==> src/rtl/cci_mpf_prim_ram_rd_flow_pkg.sv <==
// Shared helpers for the RAM read flow front end.
package cci_mpf_prim_ram_rd_flow_pkg;

  // Bits needed to hold a count that ranges over 0..max_val inclusive.
  function automatic int cnt_width(input int max_val);
    return $clog2(max_val + 1);
  endfunction

endpackage

==> src/rtl/cci_mpf_prim_ram_rd_flow_fifo.sv <==
// Register-array FIFO holding {data, meta} responses; pointers wrap modulo depth.
module cci_mpf_prim_ram_rd_flow_fifo
  import cci_mpf_prim_ram_rd_flow_pkg::*;
#(
  parameter int N_ENTRIES   = 4,
  parameter int N_DATA_BITS = 72
)
(
  input  logic                                   clk0,
  input  logic                                   reset,
  input  logic                                   enq_en,
  input  logic [N_DATA_BITS-1:0]                 enq_data,
  input  logic                                   deq_en,
  output logic [N_DATA_BITS-1:0]                 first,
  output logic                                   not_empty,
  output logic [cnt_width(N_ENTRIES)-1:0]        cnt
);

  localparam int PW = $clog2(N_ENTRIES);
  localparam int CW = cnt_width(N_ENTRIES);

  logic [N_DATA_BITS-1:0] mem [N_ENTRIES];
  logic [PW-1:0]          wr_ptr;
  logic [PW-1:0]          rd_ptr;
  logic                   do_deq;

  assign not_empty = (cnt != '0);
  assign do_deq    = deq_en & not_empty;
  assign first     = mem[rd_ptr];

  always_ff @(posedge clk0) begin
    if (enq_en) mem[wr_ptr] <= enq_data;
  end

  always_ff @(posedge clk0) begin
    if (reset) begin
      wr_ptr <= '0;
      rd_ptr <= '0;
      cnt    <= '0;
    end else begin
      if (enq_en) wr_ptr <= wr_ptr + PW'(1);
      if (do_deq) rd_ptr <= rd_ptr + PW'(1);
      case ({enq_en, do_deq})
        2'b10:   cnt <= cnt + CW'(1);
        2'b01:   cnt <= cnt - CW'(1);
        default: ;
      endcase
    end
  end

  // A push into a full FIFO is only safe when the head leaves on the same edge.
  a_no_overflow: assert property (@(posedge clk0) disable iff (reset)
    !(enq_en && !do_deq && (cnt == CW'(N_ENTRIES))))
    else $error("response FIFO overflow");

endmodule

==> src/rtl/cci_mpf_prim_ram_rd_flow.sv <==
// Flow-controlled read port for the byte-enable dual-port RAM: credit-checked
// issue, fixed-latency tracking pipe and an output FIFO for data plus tag.
module cci_mpf_prim_ram_rd_flow
  import cci_mpf_prim_ram_rd_flow_pkg::*;
#(
  parameter int N_ENTRIES        = 32,
  parameter int N_DATA_BITS      = 64,
  parameter int N_META_BITS      = 8,
  parameter int RAM_READ_LATENCY = 1,
  parameter int N_FIFO_ENTRIES   = 4
)
(
  input  logic                         clk0,
  input  logic                         reset,
  input  logic                         ram_rdy,
  input  logic                         rd_req_en,
  input  logic [$clog2(N_ENTRIES)-1:0] rd_req_addr,
  input  logic [N_META_BITS-1:0]       rd_req_meta,
  output logic                         rd_req_rdy,
  output logic [$clog2(N_ENTRIES)-1:0] ram_addr1,
  input  logic [N_DATA_BITS-1:0]       ram_rdata1,
  output logic                         rsp_valid,
  output logic [N_DATA_BITS-1:0]       rsp_data,
  output logic [N_META_BITS-1:0]       rsp_meta,
  input  logic                         rsp_deq
);

  localparam int CNT_W = cnt_width(N_FIFO_ENTRIES);
  localparam int LAST  = RAM_READ_LATENCY - 1;
  localparam int EW    = N_DATA_BITS + N_META_BITS;

  if (N_META_BITS < 1) begin : g_bad_meta
    $error("N_META_BITS must be at least 1");
  end
  if (RAM_READ_LATENCY < 1) begin : g_bad_lat
    $error("RAM_READ_LATENCY must be at least 1");
  end
  if ((N_FIFO_ENTRIES < RAM_READ_LATENCY + 1) ||
      ((N_FIFO_ENTRIES & (N_FIFO_ENTRIES - 1)) != 0)) begin : g_bad_fifo
    $error("N_FIFO_ENTRIES must be a power of 2 and >= RAM_READ_LATENCY+1");
  end

  logic                        accept;
  logic                        arrive;
  logic [RAM_READ_LATENCY-1:0] vpipe;
  logic [N_META_BITS-1:0]      mpipe [RAM_READ_LATENCY];
  logic [CNT_W-1:0]            inflight_cnt;
  logic [CNT_W-1:0]            fifo_cnt;
  logic [CNT_W:0]              credit_sum;
  logic [EW-1:0]               fifo_first;

  // Every issued read owns a FIFO slot from issue until it is dequeued, so the
  // credit test looks only at registered counts and never at rsp_deq.
  assign credit_sum = {1'b0, fifo_cnt} + {1'b0, inflight_cnt};
  assign rd_req_rdy = ram_rdy & ~reset & (credit_sum < (CNT_W+1)'(N_FIFO_ENTRIES));
  assign accept     = rd_req_en & rd_req_rdy;
  assign ram_addr1  = rd_req_addr;
  assign arrive     = vpipe[LAST];

  always_ff @(posedge clk0) begin
    if (reset) begin
      vpipe        <= '0;
      inflight_cnt <= '0;
    end else begin
      vpipe[0] <= accept;
      for (int i = 1; i < RAM_READ_LATENCY; i++) vpipe[i] <= vpipe[i-1];
      case ({accept, arrive})
        2'b10:   inflight_cnt <= inflight_cnt + CNT_W'(1);
        2'b01:   inflight_cnt <= inflight_cnt - CNT_W'(1);
        default: ;
      endcase
    end
  end

  always_ff @(posedge clk0) begin
    mpipe[0] <= rd_req_meta;
    for (int i = 1; i < RAM_READ_LATENCY; i++) mpipe[i] <= mpipe[i-1];
  end

  cci_mpf_prim_ram_rd_flow_fifo #(
    .N_ENTRIES   (N_FIFO_ENTRIES),
    .N_DATA_BITS (EW)
  ) u_fifo (
    .clk0      (clk0),
    .reset     (reset),
    .enq_en    (arrive),
    .enq_data  ({ram_rdata1, mpipe[LAST]}),
    .deq_en    (rsp_deq),
    .first     (fifo_first),
    .not_empty (rsp_valid),
    .cnt       (fifo_cnt)
  );

  assign rsp_data = fifo_first[EW-1:N_META_BITS];
  assign rsp_meta = fifo_first[N_META_BITS-1:0];

  a_deq_when_valid: assert property (@(posedge clk0) disable iff (reset)
    rsp_deq |-> rsp_valid)
    else $error("rsp_deq asserted with no response available");

  a_inflight_nonzero: assert property (@(posedge clk0) disable iff (reset)
    arrive |-> (inflight_cnt != '0))
    else $error("read arrived with no read in flight");

endmodule

==> config.mk <==
export PLATFORM = sky130hd
export DESIGN_NAME = cci_mpf_prim_ram_rd_flow
export DESIGN_NICKNAME = d
export VERILOG_FILES = /design/src/rtl/cci_mpf_prim_ram_rd_flow_pkg.sv /design/src/rtl/cci_mpf_prim_ram_rd_flow_fifo.sv /design/src/rtl/cci_mpf_prim_ram_rd_flow.sv
export SDC_FILE = /design/constraint.sdc
export NUM_CORES = 1
export LEC_CHECK = 0
export CORE_MARGIN = 4
export CORE_UTILIZATION = 37
export CTS_BUF_LIST = sky130_fd_sc_hd__clkbuf_8
export DETAILED_ROUTE_END_ITERATION = 6
export PLACE_DENSITY_LB_ADDON = 0.1
export SLEW_MARGIN = 20
export SYNTH_ARGS = -nofsm -noshare
export SYNTH_HDL_FRONTEND = slang
export SYNTH_SLANG_ARGS = --single-unit
==> constraint.sdc <==
create_clock -name clk0 -period 4 [get_ports clk0]
set_clock_uncertainty 0.2 [all_clocks]
set_input_delay 0.8 -clock clk0 [delete_from_list [all_inputs] [get_ports clk0]]
set_output_delay 0.8 -clock clk0 [all_outputs]
set_load 0.03 [all_outputs]
==> impl_metrics.env <==
export IMPL_tns_ps=0
export IMPL_leakagePower_nw=4.49
export IMPL_min_period_over_period=0.954
export IMPL_reg2reg_depth=10
export IMPL_rsz0062_at_grt="false"
export IMPL_grt_pass1_wl_um=33400
export IMPL_tightest_slew_ps=951
export IMPL_busiest_layer="met2"
export IMPL_synth_common_cells="288 x edfxtp_1, 72 x mux4_2, 21 x dfxtp_1, 11 x nor2_1, 9 x inv_1"
export IMPL_path_class="reg2out"
export IMPL_dieArea_um2=33200
export IMPL_grt_use_total=0.130
export IMPL_dp_hpwl_um=13100
export IMPL_drive_gt1_frac=0.225
export IMPL_synth_cells=460
export IMPL_cp_max_fo=6
export IMPL_synth_seq_area_share=0.808
export IMPL_crit_required_ps=3000
export IMPL_cts_sinks=309
export IMPL_fmax_mhz=262
export IMPL_fin_ws_ps=185
export IMPL_met2_usage=0.224
export IMPL_initial_core_util=0.377
export IMPL_dp_cells=993
export IMPL_via_per_inst=4.82
export IMPL_yosysWarnings=0
export IMPL_antenna_found_initial=0
export IMPL_numCtsBuffers=50
export IMPL_worst_setup_path_end_kind="output pin"
export IMPL_netlist_area_um2=11200
export IMPL_avgSynthCellArea_um2=24.4
export IMPL_ys_top_cells_by_area="edfxtp_1 77%, mux4_2 14%, dfxtp_1 3.7%, ha_1 0.89%, xor2_1 0.39%"
export IMPL_hold_buffers=0
export IMPL_relSlewSlack=0.366
export IMPL_post_place_ws_ps=222
export IMPL_routabilityCongestion=0.692
export IMPL_synth_fp_nets=552
export IMPL_yosysMostFrequentCell="edfxtp_1"
export IMPL_first_pass_iters=4
export IMPL_vias=5195
export IMPL_grt_pass1_vias=5881
export IMPL_clockBufferDepth=3
export IMPL_core_um2=29800
export IMPL_gr_total_overflow=0
export IMPL_regArea_um2=9080
export IMPL_hold_viol=0
export IMPL_drc_errors=0
export IMPL_multi_input_area_um2=2010
export IMPL_status="finished clean"
export IMPL_ir_drop_mv=0.261
export IMPL_ys_async_sr_fraction=0
export IMPL_postRouteAntennaNets=0
export IMPL_yosys_register_bits=309
export IMPL_dieWidth_um=182
export IMPL_cts_tree="done"
export IMPL_startpoint_type="flip-flop"
export IMPL_yosys_most_used_dff="edfxtp_1"
export IMPL_clock_latency_ps=550
export IMPL_area_growth_pct=25.8
export IMPL_synth_top_cell_area_share=0.771
export IMPL_yosysUniqueCellTypes=23
export IMPL_yosysTopAreaCell="edfxtp_1"
export IMPL_grt_use_met3=0.0399
export IMPL_drtIter0Drc=195
export IMPL_p_per_area_nw_per_um2=549
export IMPL_dieHeight_um=182
export IMPL_hold_path_cell_count=0
export IMPL_finalNonFillerCells=1078
export IMPL_cts_setup_buffers=0
export IMPL_antenna_cells=0
export IMPL_slew_violations=0
export IMPL_wire_per_inst_um=20.1
export IMPL_grt_util_met1=0.159
export IMPL_crit_arrival_ps=2820
export IMPL_std_cell_rows=63
export IMPL_io_pins=161
export IMPL_cts_root_buf="clkbuf_8"
export IMPL_nNetsFinal=747
export IMPL_clkTransAtPathRegs_ps=60
export IMPL_fillerInstances=2491
export IMPL_postCtsResizedCells=0
export IMPL_synth_edf_count=288
export IMPL_maxCapViolCount=0
export IMPL_setup_viol=0
export IMPL_period_needed_ps=3820
export IMPL_grt_max_degree=59
export IMPL_htreeDepth=2
export IMPL_hold_path_class="reg2reg"
export IMPL_portBuffers=150
export IMPL_finalWirelength_um=21600
cell usage in the layout (no fill, tap or decap):
cell and instances:
mux2i_1 1, inv_1 23, fa_1 2, xor2_1 5, dfxtp_4 2, mux4_2 72, nor2_1 11, edfxtp_1 288
or3_1 3, a21oi_1 4, o21ai_0 2, a311oi_2 1, xnor2_1 2, inv_6 1, clkdlybuf4s50_1 150, dfxtp_1 19
nand2_1 1, clkinv_2 6, o31a_1 1, buf_12 2, clkbuf_8 53, and2_1 1, buf_4 13, and2_4 4
or4b_4 1, o311ai_0 1, ha_1 8, clkinv_1 11
through the flow:
stage               cell area (um2)  hold WS, ps  total power, mW   util
floorplan                     11200          238             4.83      -
global placement              13300          248             5.50  0.445
detailed placement            13300          269             5.51  0.445
CTS                           14100          283             7.90  0.474
global route                  14100          305             8.12  0.474
finish                        14100          277             7.75  0.474
final timing paths:
kind	endpoint	slack [ps]	start
min reg2reg	u_fifo.mem[0][5]	280	mpipe[0][5]
max reg2reg	inflight_cnt[2]	1070	u_fifo.cnt[2]
min	u_fifo.mem[0][5]	280	mpipe[0][5]
max	rd_req_rdy	180	u_fifo.cnt[2]
cells by family (layout without fill, tap and decap cells):
logic type      Yosys count  after routing  share of synthesized area
simple gates             21             21                    0.00970
xor+xnor                  7              7                    0.00547
flops                   309            309                      0.808
mux                      73             73                      0.145
buf+inv                  31            259                     0.0129
fa+ha+maj                10             10                     0.0125
compound gates            9              9                    0.00558
final cells by class:
type / count / area share
clock inverters: 32 / 0.00940
inverters: 9 / 0.00239
flip-flops and latches: 309 / 0.643
clock buffers: 53 / 0.0517
repair buffers: 165 / 0.116
well taps: 390 / 0.0346
multi-input cells: 120 / 0.143
critical path, stage by stage (launching register included):
cell	delay (ps)
dfxtp_1	420
ha_1	270
or4b_4	520
a311oi_2	320
clkdlybuf4s50_1	740
report_power, final:
group | internal [mW] | switching [mW]
Sequential | 3.61 | 0.0984
Clock | 1.21 | 1.14
Combinational | 0.846 | 0.845
Total | 5.67 | 2.08
metal layers:
layer / part of all wire / routed length, um
met2: 0.52 / 11200
met1: 0.40 / 8570
met4: 0.023 / 493
met3: 0.064 / 1390
met5: 0 / 0
registers in the layout, summed over array words and instances (netlist names), named ones only:
name and flops:
mpipe 8, u_fifo.wr_ptr 2, u_fifo.mem 288, u_fifo.cnt 3
arrive 1, u_fifo.rd_ptr 2, inflight_cnt 3
Power figures use the tool's default switching activity.
